<file path="config.mk">
export PLATFORM = sky130hd
export DESIGN_NAME = cla_add_pipe
export DESIGN_NICKNAME = d
export VERILOG_FILES = /design/src/rtl/cla_pkg.sv /design/src/rtl/cla_group4.sv /design/src/rtl/cla_add_pipe.sv
export SDC_FILE = /design/constraint.sdc
export NUM_CORES = 1
export LEC_CHECK = 0
export ABC_AREA = 0
export BUFFER_PORTS_ARGS = -buffer_cell sky130_fd_sc_hd__buf_2
export CAP_MARGIN = 20
export CORE_MARGIN = 10
export CORE_UTILIZATION = 55
export CTS_BUF_LIST = sky130_fd_sc_hd__clkbuf_4
export DETAILED_ROUTE_END_ITERATION = 16
export PLACE_DENSITY = 0.76
export SKIP_CTS_REPAIR_TIMING = 1
export SYNTH_ARGS = -nofsm -noshare
export SYNTH_HDL_FRONTEND = slang
export SYNTH_SLANG_ARGS = --single-unit
</file>
<file path="constraint.sdc">
create_clock -name clk -period 6.8 [get_ports clk]
set_input_delay 1.02 -clock clk [delete_from_list [all_inputs] [get_ports clk]]
set_output_delay 1.02 -clock clk [all_outputs]
set_load 0.01 [all_outputs]
</file>
<file path="src/rtl/cla_pkg.sv">
// Shared constants and elaboration-time helpers for the pipelined carry-lookahead adder.
package cla_pkg;

  localparam int GRP_W = 4;

  function automatic bit cla_params_ok(input int width, input int gps);
    return (width >= 8) && (width <= 64) && (width % GRP_W == 0) &&
           (gps >= 1) && ((width / GRP_W) % gps == 0);
  endfunction

  // Number of pipeline stages; guarded so an illegal GPS cannot divide by zero.
  function automatic int cla_nstg(input int width, input int gps);
    return (gps < 1) ? 1 : width / (GRP_W * gps);
  endfunction

endpackage

</file>
<file path="src/rtl/cla_group4.sv">
// 4-bit lookahead group: internal carries, sum, group propagate/generate and carry-out.
module cla_group4
  import cla_pkg::*;
(
  input  logic [GRP_W-1:0] a,
  input  logic [GRP_W-1:0] b,
  input  logic             cin,
  output logic [GRP_W-1:0] s,
  output logic             pg,
  output logic             gg,
  output logic             cout,
  output logic             c3
);

  logic [GRP_W-1:0] t;
  logic [GRP_W-1:0] p;
  logic [GRP_W-1:0] g;
  logic             c1;
  logic             c2;

  // Inclusive-OR propagate drives the carries; the XOR half-sum forms the sum bits.
  assign t = a ^ b;
  assign p = a | b;
  assign g = a & b;

  assign c1 = g[0] | (p[0] & cin);
  assign c2 = g[1] | (p[1] & g[0]) | (p[1] & p[0] & cin);
  assign c3 = g[2] | (p[2] & g[1]) | (p[2] & p[1] & g[0]) | (p[2] & p[1] & p[0] & cin);

  assign gg   = g[3] | (p[3] & g[2]) | (p[3] & p[2] & g[1]) | (p[3] & p[2] & p[1] & g[0]);
  assign pg   = &p;
  assign cout = gg | (pg & cin);
  assign s    = t ^ {c3, c2, c1, cin};

endmodule

</file>
<file path="src/rtl/cla_add_pipe.sv">
// Pipelined carry-lookahead adder/subtractor: GPS 4-bit groups resolved per stage, valid/ready handshake.
module cla_add_pipe
  import cla_pkg::*;
#(
  parameter int WIDTH = 16,
  parameter int GPS   = 1
) (
  input  logic             clk,
  input  logic             rst,
  input  logic             in_valid,
  output logic             in_ready,
  input  logic [WIDTH-1:0] a,
  input  logic [WIDTH-1:0] b,
  input  logic             cin,
  input  logic             sub,
  output logic             out_valid,
  input  logic             out_ready,
  output logic [WIDTH-1:0] sum,
  output logic             cout,
  output logic             ovf,
  output logic             ps,
  output logic             gs
);

  localparam int NSTG = cla_nstg(WIDTH, GPS);
  localparam int NG   = WIDTH / GRP_W;
  localparam int SW   = GRP_W * GPS;

  if (!cla_params_ok(WIDTH, GPS)) begin : g_bad_params
    $error("cla_add_pipe: WIDTH must be a multiple of 4 in 8..64 and GPS must divide WIDTH/4");
  end

  logic             advance;
  logic [WIDTH-1:0] a_in [NSTG];
  logic [WIDTH-1:0] b_in [NSTG];
  logic [WIDTH-1:0] s_in [NSTG];
  logic             c_in [NSTG];
  logic             p_in [NSTG];
  logic             g_in [NSTG];
  logic             vld_in [NSTG];
  logic [WIDTH-1:0] a_d [NSTG], a_q [NSTG];
  logic [WIDTH-1:0] b_d [NSTG], b_q [NSTG];
  logic [WIDTH-1:0] s_d [NSTG], s_q [NSTG];
  logic             c_d [NSTG], c_q [NSTG];
  logic             p_d [NSTG], p_q [NSTG];
  logic             g_d [NSTG], g_q [NSTG];
  logic             vld_d [NSTG], vld_q [NSTG];
  logic             ovf_d, ovf_q;
  logic [WIDTH-1:0] ga, gb, gsum;
  logic [NG-1:0]    gcin, gp, gg, gco, gc3;
  logic             unused_bits;

  assign advance  = !vld_q[NSTG-1] | out_ready;
  assign in_ready = advance | rst;

  // Stage 0 takes the effective operands straight from the ports; later stages from the previous register.
  always_comb begin
    a_in[0]   = a;
    b_in[0]   = sub ? ~b : b;
    c_in[0]   = sub | cin;
    s_in[0]   = '0;
    p_in[0]   = 1'b1;
    g_in[0]   = 1'b0;
    vld_in[0] = in_valid;
    for (int k = 1; k < NSTG; k++) begin
      a_in[k]   = a_q[k-1];
      b_in[k]   = b_q[k-1];
      c_in[k]   = c_q[k-1];
      s_in[k]   = s_q[k-1];
      p_in[k]   = p_q[k-1];
      g_in[k]   = g_q[k-1];
      vld_in[k] = vld_q[k-1];
    end
  end

  always_comb begin
    ga = '0;
    gb = '0;
    for (int k = 0; k < NSTG; k++) begin
      ga[k*SW +: SW] = a_in[k][k*SW +: SW];
      gb[k*SW +: SW] = b_in[k][k*SW +: SW];
    end
  end

  for (genvar gi = 0; gi < NG; gi++) begin : g_grp
    cla_group4 u_grp (
      .a    (ga[gi*GRP_W +: GRP_W]),
      .b    (gb[gi*GRP_W +: GRP_W]),
      .cin  (gcin[gi]),
      .s    (gsum[gi*GRP_W +: GRP_W]),
      .pg   (gp[gi]),
      .gg   (gg[gi]),
      .cout (gco[gi]),
      .c3   (gc3[gi])
    );
  end

  // Group-level lookahead across the stage's groups, plus the running whole-word P/G.
  always_comb begin
    logic c, sp, sg;
    gcin = '0;
    for (int k = 0; k < NSTG; k++) begin
      c  = c_in[k];
      sp = 1'b1;
      sg = 1'b0;
      for (int j = 0; j < GPS; j++) begin
        gcin[k*GPS+j] = c;
        c  = gg[k*GPS+j] | (gp[k*GPS+j] & c);
        sg = gg[k*GPS+j] | (gp[k*GPS+j] & sg);
        sp = sp & gp[k*GPS+j];
      end
      c_d[k] = c;
      p_d[k] = p_in[k] & sp;
      g_d[k] = sg | (sp & g_in[k]);
    end
  end

  always_comb begin
    for (int k = 0; k < NSTG; k++) begin
      a_d[k]   = a_in[k];
      b_d[k]   = b_in[k];
      vld_d[k] = vld_in[k];
      s_d[k]   = s_in[k];
      s_d[k][k*SW +: SW] = gsum[k*SW +: SW];
    end
    ovf_d = gc3[NG-1] ^ gco[NG-1];
  end

  assign unused_bits = ^{gco[NG-2:0], gc3[NG-2:0], a_q[NSTG-1], b_q[NSTG-1]};

  always_ff @(posedge clk) begin
    if (rst) begin
      for (int k = 0; k < NSTG; k++) begin
        a_q[k]   <= '0;
        b_q[k]   <= '0;
        s_q[k]   <= '0;
        c_q[k]   <= 1'b0;
        p_q[k]   <= 1'b0;
        g_q[k]   <= 1'b0;
        vld_q[k] <= 1'b0;
      end
      ovf_q <= 1'b0;
    end else if (advance) begin
      for (int k = 0; k < NSTG; k++) begin
        a_q[k]   <= a_d[k];
        b_q[k]   <= b_d[k];
        s_q[k]   <= s_d[k];
        c_q[k]   <= c_d[k];
        p_q[k]   <= p_d[k];
        g_q[k]   <= g_d[k];
        vld_q[k] <= vld_d[k];
      end
      ovf_q <= ovf_d;
    end
  end

  assign out_valid = vld_q[NSTG-1];
  assign sum       = s_q[NSTG-1];
  assign cout      = c_q[NSTG-1];
  assign ovf       = ovf_q;
  assign ps        = p_q[NSTG-1];
  assign gs        = g_q[NSTG-1];

endmodule
</file>
==> impl_metrics.py, run 1 <==
metrics = {
    "run_status": {
        "status": "finished, final reports clean",
    },
    "hold_path": {
        "min_to": "ovf",
        "hold_path.class": "reg -> reg",
        "hold_start": "ovf",
        "whs_path_depth": 2,
    },
    "critical_path": {
        "required_ns": 5.78,
        "reg2reg_depth": 3,
        "end_kind": "primary output",
        "arrival_ns": 2.12,
        "worstSetupPathType": "in -> out",
        "reg2reg_from": "vld_q[3]",
        "max_stage_delay_ns": 0.62,
        "start_kind": "input port",
        "path_common_cell": "buf_2",
        "startpoint": "out_ready",
        "crit_fanout": 54,
        "regToRegSetupSlack_ns": 4.58,
        "crit_path_cell_trace": "buf_2, nand2b_1, or2_4, buf_2",
        "critPathSlowestCell": "or2_4",
        "r2r_end": "b_q[0][24]",
    },
    "global_routing": {
        "grt_pass1_wl_mm": 12.8,
        "grt_pass1_vias": 2887,
        "grt_max_degree": 73,
        "antenna_found_initial": 0,
        "overflow": 0,
        "track_usage": 0.119,
    },
    "sta": {
        "finalCritPeriodShare": 0.461,
        "tns_ns": 0,
        "skew_ns": 0.0186,
        "min_period_ns": 3.14,
        "maxSlewHeadroom": 0.519,
        "max_clock_freq_mhz": 319,
        "maxSlewViolCount": 0,
        "rsz0062_at_grt": "false",
        "worst_slew_pin_slew_ns": 0.722,
        "setup_viol": 0,
        "final_hold_viol_count": 0,
    },
    "place": {
        "portBuffers": 59,
        "placed_area_mm2": 0.00537,
        "dp_hpwl_mm": 5.27,
        "gp_routability_congestion": 0.817,
    },
    "cts": {
        "cts_num_sinks": 105,
        "insertion_delay_ns": 0.44,
        "cts_tree": "built",
        "cts_buffers": 9,
        "clk_pin_slew_worst_paths_ns": 0.16,
        "clockRootBuffer": "clkbuf_4",
        "cts-htree-levels": 3,
        "cts_buffer_depth": 2,
    },
    "yosys": {
        "synth.top_cell.area_share": 0.629,
        "yosysSeqAreaShare": 0.633,
        "async_reset_ff_frac": 0,
        "synthCells": 382,
        "synth-seq-cells": 105,
        "syn-num-nets": 454,
        "netlist_area_mm2": 0.00497,
        "yosysTopAreaCell": "edfxtp_1",
        "synth-compound-area-share": 0.0418,
        "yosys-top-cells-area": "edfxtp_1 63%, and2_1 8.1%, ha_1 7.8%, inv_1 3.2%, xnor2_1 3.2%",
        "synth_adder_area_share": 0.0902,
        "synth-main-ff-cell": "edfxtp_1",
        "synth_edf_count": 104,
        "syn_area_per_cell_um2": 13.0,
        "synth_top_family_by_area": "simple AND/OR/NAND/NOR gates",
        "ys_types": 32,
        "synth-simple-area-share": 0.140,
        "yosysWarnings": 0,
        "synthXorXnorAreaFrac": 0.0494,
        "synthMuxAreaShare": 0.00202,
    },
    "run": {
        "maxCapViolCount": 0,
    },
    "power_and_ir_drop": {
        "p_leak_nw": 2.43,
        "power_density_mw_per_mm2": 216,
        "ir_worst_vdd_mv": 0.0950,
        "clkPwrFrac": 0.242,
        "comb_power_share": 0.107,
        "swShare": 0.244,
        "p_int_uw": 898,
        "seqPwrFrac": 0.651,
        "power.switching_uw": 290,
    },
    "floorplan": {
        "die_y_um": 115,
        "row_count": 34,
        "die_area_mm2": 0.0132,
        "initial_utilization": 0.567,
        "ios": 60,
        "die_w_um": 115,
        "coreArea_mm2": 0.00876,
    },
    "detailed_routing": {
        "met3_length_um": 377,
        "initialDrtViolationCount": 153,
        "drt_wl_total_mm": 7.65,
        "drt-pass1-iter-count": 4,
        "avgViaCountPerCell": 5.01,
        "drtAntennaViolNets": 0,
        "wirelength_met1_mm": 3.26,
        "wl_met2_mm": 3.95,
        "drc": 0,
        "num_vias": 2774,
        "highest_layer": "met4",
        "wire_per_inst_um": 13.8,
    },
    "finish": {
        "diodes": 0,
        "final_nets": 513,
        "layout_commonest_cell": "edfxtp_1",
        "final_area_mm2": 0.00549,
        "syn_to_final_growth_pct": 10.6,
        "drive_gt1_frac": 0.188,
        "fin_util": 0.627,
        "mostFrequentLayoutCells": "104 x edfxtp_1, 64 x and2_1, 59 x buf_2, 42 x inv_1, 35 x nor2_1",
    },
}
sequential cells by signal (all words and copies together), names as in the netlist:
name and cells:
g_q 4, vld_q 4, p_q 4, a_q 24, ovf 1, c_q 4, s_q 40, b_q 24
metal layers:
metal | GRT usage | up-vias
li1 | - | 1393
met1 | 0.139 | 1316
met2 | 0.205 | 58
met3 | 0.0271 | 7
met4 | 0.0495 | 0
met5 | 0 | -
power by group through the flow:
stage          clock network [mW]  registers, mW  logic [mW]
2_1_floorplan                   0          0.788      0.0879
3_3_place_gp                    0          0.786       0.123
3_5_place_dp                    0          0.789       0.129
4_1_cts                     0.295          0.774       0.129
5_1_grt                     0.322          0.779       0.146
6_report                    0.288          0.773       0.127
through the flow:
step                cells  power [mW]  hold slack, ns  worst slack [ns]
floorplan             382       0.876           0.496              3.30
global placement      538       0.909           0.460              3.70
global route          554        1.25           0.514              3.57
detailed placement    538       0.917           0.464              3.65
finish                554        1.19           0.480              3.66
CTS                   554        1.20           0.485              3.65
Yosys cell counts (3+ instances only):
master / instances
a21oi_1: 14
nand2b_1: 4
and2_1: 64
o21bai_1: 6
xor2_1: 10
inv_1: 42
nor2b_1: 4
edfxtp_1: 104
o31ai_1: 3
xnor2_1: 18
clkbuf_1: 11
nor2_1: 35
fa_1: 3
nand2_1: 10
ha_1: 31
critical path: cells and delay by family:
kind | cells | cell delay (ns)
buffers and inverters | 2 | 0.33
and+or+nand+nor | 2 | 0.77
cells by family (layout without fill, tap and decap cells):
group | after synthesis | after routing
simple gates | 126 | 126
mux | 1 | 1
fa+ha+maj | 34 | 34
flops | 105 | 105
buf+inv | 56 | 120
compound gates | 32 | 32
xor+xnor | 28 | 28
worst max path at each step:
stage | end | slack, ns | depth (start not counted)
floorplan | in_ready | 3.30 | 2
global placement | in_ready | 3.70 | 4
detailed placement | in_ready | 3.65 | 4
CTS | in_ready | 3.65 | 4
global route | in_ready | 3.57 | 4
finish | in_ready | 3.66 | 4
layout make-up:
cell class | count | area [µm²]
clock inverter | 7 | 55.1
sequential | 105 | 3140
tap | 108 | 135
timing repair buffer | 62 | 318
inverter | 42 | 158
clock buffer | 9 | 67.6
fill | 675 | 3270
multi-input combinational | 221 | 1620
Power figures use the tool's default switching activity.
==> inputs of run 2 (changes only) <==
--- a/config.mk
+++ b/config.mk
@@ -5,14 +5,14 @@
 export SDC_FILE = /design/constraint.sdc
 export NUM_CORES = 1
 export LEC_CHECK = 0
-export ABC_AREA = 0
+export ABC_AREA = 1
 export BUFFER_PORTS_ARGS = -buffer_cell sky130_fd_sc_hd__buf_2
 export CAP_MARGIN = 20
 export CORE_MARGIN = 10
 export CORE_UTILIZATION = 55
 export CTS_BUF_LIST = sky130_fd_sc_hd__clkbuf_4
 export DETAILED_ROUTE_END_ITERATION = 16
-export PLACE_DENSITY = 0.76
+export PLACE_DENSITY = 0.79
 export SKIP_CTS_REPAIR_TIMING = 1
 export SYNTH_ARGS = -nofsm -noshare
 export SYNTH_HDL_FRONTEND = slang
==> constraint.sdc (replaced) <==
create_clock -name clk -period 2.75 [get_ports clk]
set_input_delay 0.4125 -clock clk [delete_from_list [all_inputs] [get_ports clk]]
set_output_delay 0.4125 -clock clk [all_outputs]
set_load 0.01 [all_outputs]
==> run 2 against run 1 <==
- first-iteration DRC count shrank 3.9%
- non-clock buffer count is 3 higher
- final cell count grew 29%
- via count increased by 19%
- synthesized cell count increased by 35%
==> impl_metrics.py, run 2 <==
metrics = {
    "run_status": {
        "status": "finished, final reports clean",
    },
    "floorplan": {
        "die_y_um": 117,
        "coreArea_mm2": 0.00924,
        "die_w_um": 117,
        "row_count": 35,
        "initial_utilization": 0.562,
        "ios": 60,
        "die_area_mm2": 0.0137,
    },
    "sta": {
        "worst_slew_pin_slew_ns": 0.860,
        "skew_ns": 0.0150,
        "final_hold_viol_count": 0,
        "tns_ns": 0,
        "maxSlewViolCount": 0,
        "finalCritPeriodShare": 0.757,
        "max_clock_freq_mhz": 480,
        "maxSlewHeadroom": 0.427,
        "setup_viol": 0,
        "whs_ns": 0.246,
        "min_period_ns": 2.08,
        "rsz0062_at_grt": "false",
    },
    "yosys": {
        "syn-num-nets": 586,
        "netlist_top_cells_count": "137 x inv_1, 117 x nor2_1, 104 x edfxtp_1",
        "synth-seq-cells": 105,
        "yosys-top-cells-area": "edfxtp_1 60%, inv_1 9.9%, nor2_1 8.5%, ha_1 7.5%, nand2_1 3.5%",
        "synth.top_cell.area_share": 0.601,
        "yosysMostFrequentCell": "inv_1",
        "async_reset_ff_frac": 0,
        "yosysTopAreaCell": "edfxtp_1",
        "synthCells": 514,
        "yosysSeqAreaShare": 0.605,
        "ys_types": 29,
        "netlist_area_mm2": 0.00520,
        "syn_area_per_cell_um2": 10.1,
        "yosysWarnings": 0,
        "synth-main-ff-cell": "edfxtp_1",
        "synth_edf_count": 104,
    },
    "critical_path": {
        "reg2reg_depth": 5,
        "reg2reg_from": "vld_q[3]",
        "regToRegSetupSlack_ns": 0.97,
        "critPathSlowestCell": "edfxtp_1",
        "path_delay_family": "simple AND/OR/NAND/NOR gates",
        "arrival_ns": 1.67,
        "path_depth": 4,
        "crit_path_cell_trace": "nand2_1, inv_1, nand2_4, buf_2",
        "start_kind": "register",
        "crit_fanout": 35,
        "startpoint": "vld_q[3]",
        "required_ns": 2.34,
        "worstSetupPathType": "reg -> out",
        "max_stage_delay_ns": 0.42,
        "end_kind": "primary output",
        "path_buf_inv": 2,
    },
    "cts": {
        "cts_buffers": 9,
        "clockRootBuffer": "clkbuf_4",
        "insertion_delay_ns": 0.45,
        "clk_pin_slew_worst_paths_ns": 0.16,
        "cts_tree": "built",
        "cts-htree-levels": 3,
        "cts_num_sinks": 105,
        "cts_buffer_depth": 2,
    },
    "place": {
        "dp_hpwl_mm": 6.23,
        "gp_routability_congestion": 0.824,
        "portBuffers": 59,
    },
    "finish": {
        "final_nets": 650,
        "largest_reg_flops": 40,
        "top_register": "s_q",
        "largestRegisters": "s_q (40), a_q (24), b_q (24)",
        "syn_to_final_growth_pct": 11.0,
        "layout_commonest_cell": "inv_1",
        "mostFrequentLayoutCells": "137 x inv_1, 117 x nor2_1, 104 x edfxtp_1, 59 x buf_2, 46 x nand2_1",
        "drive_gt1_frac": 0.154,
    },
    "run": {
        "maxCapViolCount": 0,
    },
    "global_routing": {
        "grt_max_degree": 88,
        "overflow": 0,
        "grt_pass1_wl_mm": 14.1,
        "grt_pass1_vias": 3310,
        "track_usage": 0.130,
        "antenna_found_initial": 1,
    },
    "detailed_routing": {
        "num_vias": 3290,
        "drc": 0,
        "wire_per_inst_um": 11.9,
        "drt_wl_total_mm": 8.51,
        "drtAntennaViolNets": 0,
        "initialDrtViolationCount": 147,
        "drt-pass1-iter-count": 5,
        "avgViaCountPerCell": 4.61,
    },
    "hold_path": {
        "hold_path.class": "in -> reg",
        "hold_start": "a[13]",
        "whs_path_depth": 3,
    },
    "power_and_ir_drop": {
        "power_density_mw_per_mm2": 518,
        "ir_worst_vdd_mv": 0.215,
        "p_leak_nw": 2.81,
    },
}
[run 2: layer usage]
layer  GRT usage  routed length (µm)  share of wire  vias up
met4      0.0535                 150          0.018        0
met3      0.0382                 462          0.054       12
li1            -                   -              -     1689
met5           0                   0              0        -
met1       0.133                3330           0.39     1511
met2       0.242                4560           0.54       78
[run 2: logic make-up after synthesis]
group                      synth area share
AOI/OAI and AO/OA                    0.0176
xor gates and xnor gates             0.0303
adders and majority gates            0.0862
buffers and inverters                 0.112
DFF                                   0.605
and+or+nand+nor                       0.149
[run 2: stage by stage]
step	cell area [µm²]	setup WS, ns	util	power, mW	cells
final	5770	0.667	0.624	2.99	713
after global routing	5770	0.498	0.624	3.14	713
after CTS	5760	0.636	0.624	3.01	712
after detailed placement	5640	0.705	0.611	2.33	696
after global placement	5640	0.787	0.611	2.31	696
after floorplan	5200	0.468	-	2.22	514
[run 2: layout make-up]
class / count / area (µm²)
repair buffers: 65 / 340
fillers: 731 / 3470
diodes: 1 / 2.50
well taps: 129 / 161
inverters: 138 / 518
flip-flops and latches: 105 / 3140
multi-input cells: 259 / 1480
clock inverters: 7 / 53.8
clock buffers: 9 / 67.6
[run 2: where the power goes]
| group | leakage (nW) | switching, mW | total, mW | internal [mW] |
|---|---|---|---|---|
| Sequential | 1.24 | 0.0388 | 1.92 | 1.89 |
| Combinational | 1.50 | 0.224 | 0.368 | 0.144 |
| Clock | 0.0606 | 0.501 | 0.694 | 0.193 |
[run 2: final timing paths]
kind           endpoint
max            in_ready
min          a_q[0][13]
max reg2reg      p_q[0]
min reg2reg         ovf
[run 2: worst min-delay path: cells and delay by family]
kind          cells  cell delay [ns]
simple gates      1             0.08
buf+inv           2             0.11
==> inputs of run 3 (changes only) <==
--- a/config.mk
+++ b/config.mk
@@ -12,7 +12,7 @@
 export CORE_UTILIZATION = 55
 export CTS_BUF_LIST = sky130_fd_sc_hd__clkbuf_4
 export DETAILED_ROUTE_END_ITERATION = 16
-export PLACE_DENSITY = 0.79
+export PLACE_DENSITY = 0.76
 export SKIP_CTS_REPAIR_TIMING = 1
 export SYNTH_ARGS = -nofsm -noshare
 export SYNTH_HDL_FRONTEND = slang
==> constraint.sdc (replaced) <==
create_clock -name clk -period 2.07 [get_ports clk]
set_input_delay 0.3105 -clock clk [delete_from_list [all_inputs] [get_ports clk]]
set_output_delay 0.3105 -clock clk [all_outputs]
set_load 0.01 [all_outputs]
==> run 3 against run 2 <==
- core utilization increased by 1.0 points
- wire length is 3.4% lower
- final cell count up 0.28%
- first-iteration DRC count rose by 20%
- via count shrank 1.1%
- sequential cell count stayed put
- register-to-register slack worse by 0.46 ns
- non-clock buffer count rose by 3
- power is 38% higher
- critical path type unchanged
- critical endpoint unchanged
==> impl_metrics.py, run 3 (synthesized netlist as in run 2, its figures left out) <==
metrics = {
    "critical_path": {
        "path_delay_family": "flip-flops",
        "critPathSlowestCell": "edfxtp_1",
        "start_kind": "register",
        "path_buf_inv": 2,
        "startpoint": "vld_q[3]",
        "reg2reg_from": "vld_q[3]",
        "worstSetupPathType": "reg -> out",
        "required_ns": 1.76,
        "arrival_ns": 1.52,
        "crit_fanout": 29,
        "max_stage_delay_ns": 0.41,
        "end_kind": "primary output",
        "crit_path_cell_trace": "nand2_1, inv_1, nand2_8, buf_2",
    },
    "detailed_routing": {
        "met3_length_um": 427,
        "wire_per_inst_um": 11.5,
        "initialDrtViolationCount": 176,
        "num_vias": 3255,
        "drc": 0,
        "avgViaCountPerCell": 4.55,
        "wl_met2_mm": 4.18,
        "wirelength_met1_mm": 3.54,
        "drtAntennaViolNets": 0,
        "highest_layer": "met4",
        "drt_wl_total_mm": 8.22,
        "drt-pass1-iter-count": 4,
    },
    "power_and_ir_drop": {
        "ir_worst_vdd_mv": 0.311,
        "power_density_mw_per_mm2": 704,
        "seqPwrFrac": 0.619,
        "swShare": 0.248,
        "comb_power_share": 0.120,
        "p_int_mw": 3.11,
        "clkPwrFrac": 0.261,
        "power.switching_mw": 1.02,
        "total_power_mw": 4.13,
        "p_leak_nw": 2.85,
    },
    "global_routing": {
        "track_usage": 0.127,
        "overflow": 0,
        "antenna_found_initial": 0,
        "grt_pass1_vias": 3310,
        "grt_pass1_wl_mm": 14.0,
        "grt_max_degree": 88,
    },
    "sta": {
        "skew_ns": 0.0247,
        "whs_ns": 0.164,
        "setup_viol": 0,
        "finalCritPeriodShare": 0.884,
        "maxSlewViolCount": 0,
        "setup_ws_ns": 0.240,
        "maxSlewHeadroom": 0.632,
        "tns_ns": 0,
        "max_clock_freq_mhz": 546,
        "worst_slew_pin_slew_ns": 0.551,
        "final_hold_viol_count": 0,
        "min_period_ns": 1.83,
        "rsz0062_at_grt": "false",
    },
    "finish": {
        "multi_input_area_mm2": 0.00149,
        "diodes": 0,
        "final_area_mm2": 0.00586,
        "largest_reg_flops": 40,
        "largestRegisters": "s_q (40), a_q (24), b_q (24)",
        "drive_gt1_frac": 0.160,
        "seqCellArea_mm2": 0.00314,
        "fin_util": 0.634,
        "fin_cells": 715,
        "nFillCells": 747,
        "syn_to_final_growth_pct": 12.8,
        "top_register": "s_q",
        "mostFrequentLayoutCells": "137 x inv_1, 117 x nor2_1, 104 x edfxtp_1, 59 x buf_2, 46 x nand2_1",
        "layout_commonest_cell": "inv_1",
        "final_nets": 653,
    },
    "hold_path": {
        "hold_start": "in_valid",
        "hold_path.class": "in -> reg",
    },
    "floorplan": {
        "ios": 60,
        "initial_utilization": 0.562,
        "die_w_um": 117,
        "die_y_um": 117,
        "die_area_mm2": 0.0137,
        "coreArea_mm2": 0.00924,
        "row_count": 35,
    },
    "run_status": {
        "status": "finished, final reports clean",
    },
    "cts": {
        "cts_tree": "built",
        "cts_buffer_depth": 2,
        "insertion_delay_ns": 0.43,
        "cts_num_sinks": 105,
        "clk_pin_slew_worst_paths_ns": 0.17,
        "clockRootBuffer": "clkbuf_4",
        "cts-htree-levels": 3,
        "cts_buffers": 9,
    },
    "place": {
        "dp_hpwl_mm": 5.91,
        "dp_cells": 699,
        "placed_area_mm2": 0.00570,
        "gp_routability_congestion": 0.822,
        "pre_cts_ws_ns": 0.262,
        "portBuffers": 59,
    },
    "run": {
        "maxCapViolCount": 0,
    },
}
-- run 3: power groups by stage --
stage / clock network [mW] / logic [mW] / registers [mW]
6_report: 1.08 / 0.497 / 2.56
5_1_grt: 1.20 / 0.577 / 2.57
4_1_cts: 1.12 / 0.500 / 2.56
3_5_place_dp: 0 / 0.497 / 2.61
3_3_place_gp: 0 / 0.473 / 2.60
2_1_floorplan: 0 / 0.340 / 2.61
-- run 3: worst register-to-register path, delay by kind of cell (launching register included) --
family          cells  cell delay (ns)
simple gates        2             0.20
flops               1             0.41
compound gates      2             0.36
buf+inv             1             0.42
-- run 3: worst paths after layout --
kind	slack (ns)	cells after the start	end
max	0.24	4	in_ready
min	0.16	3	vld_q[0]
max reg2reg	0.51	5	s_q[3][14]
min reg2reg	0.48	2	ovf
-- run 3: per-layer routing --
metal / GRT usage / up-vias
li1: - / 1698
met1: 0.141 / 1465
met2: 0.222 / 86
met3: 0.0362 / 6
met4: 0.0535 / 0
met5: 0 / -
-- run 3: area by class of cell --
type,count,share of cell area
clock buffers,10,0.0128
clock inverters,6,0.0130
well taps,129,0.0275
repair buffers,68,0.0683
inverters,138,0.0884
multi-input cells,259,0.254
flip-flops and latches,105,0.536
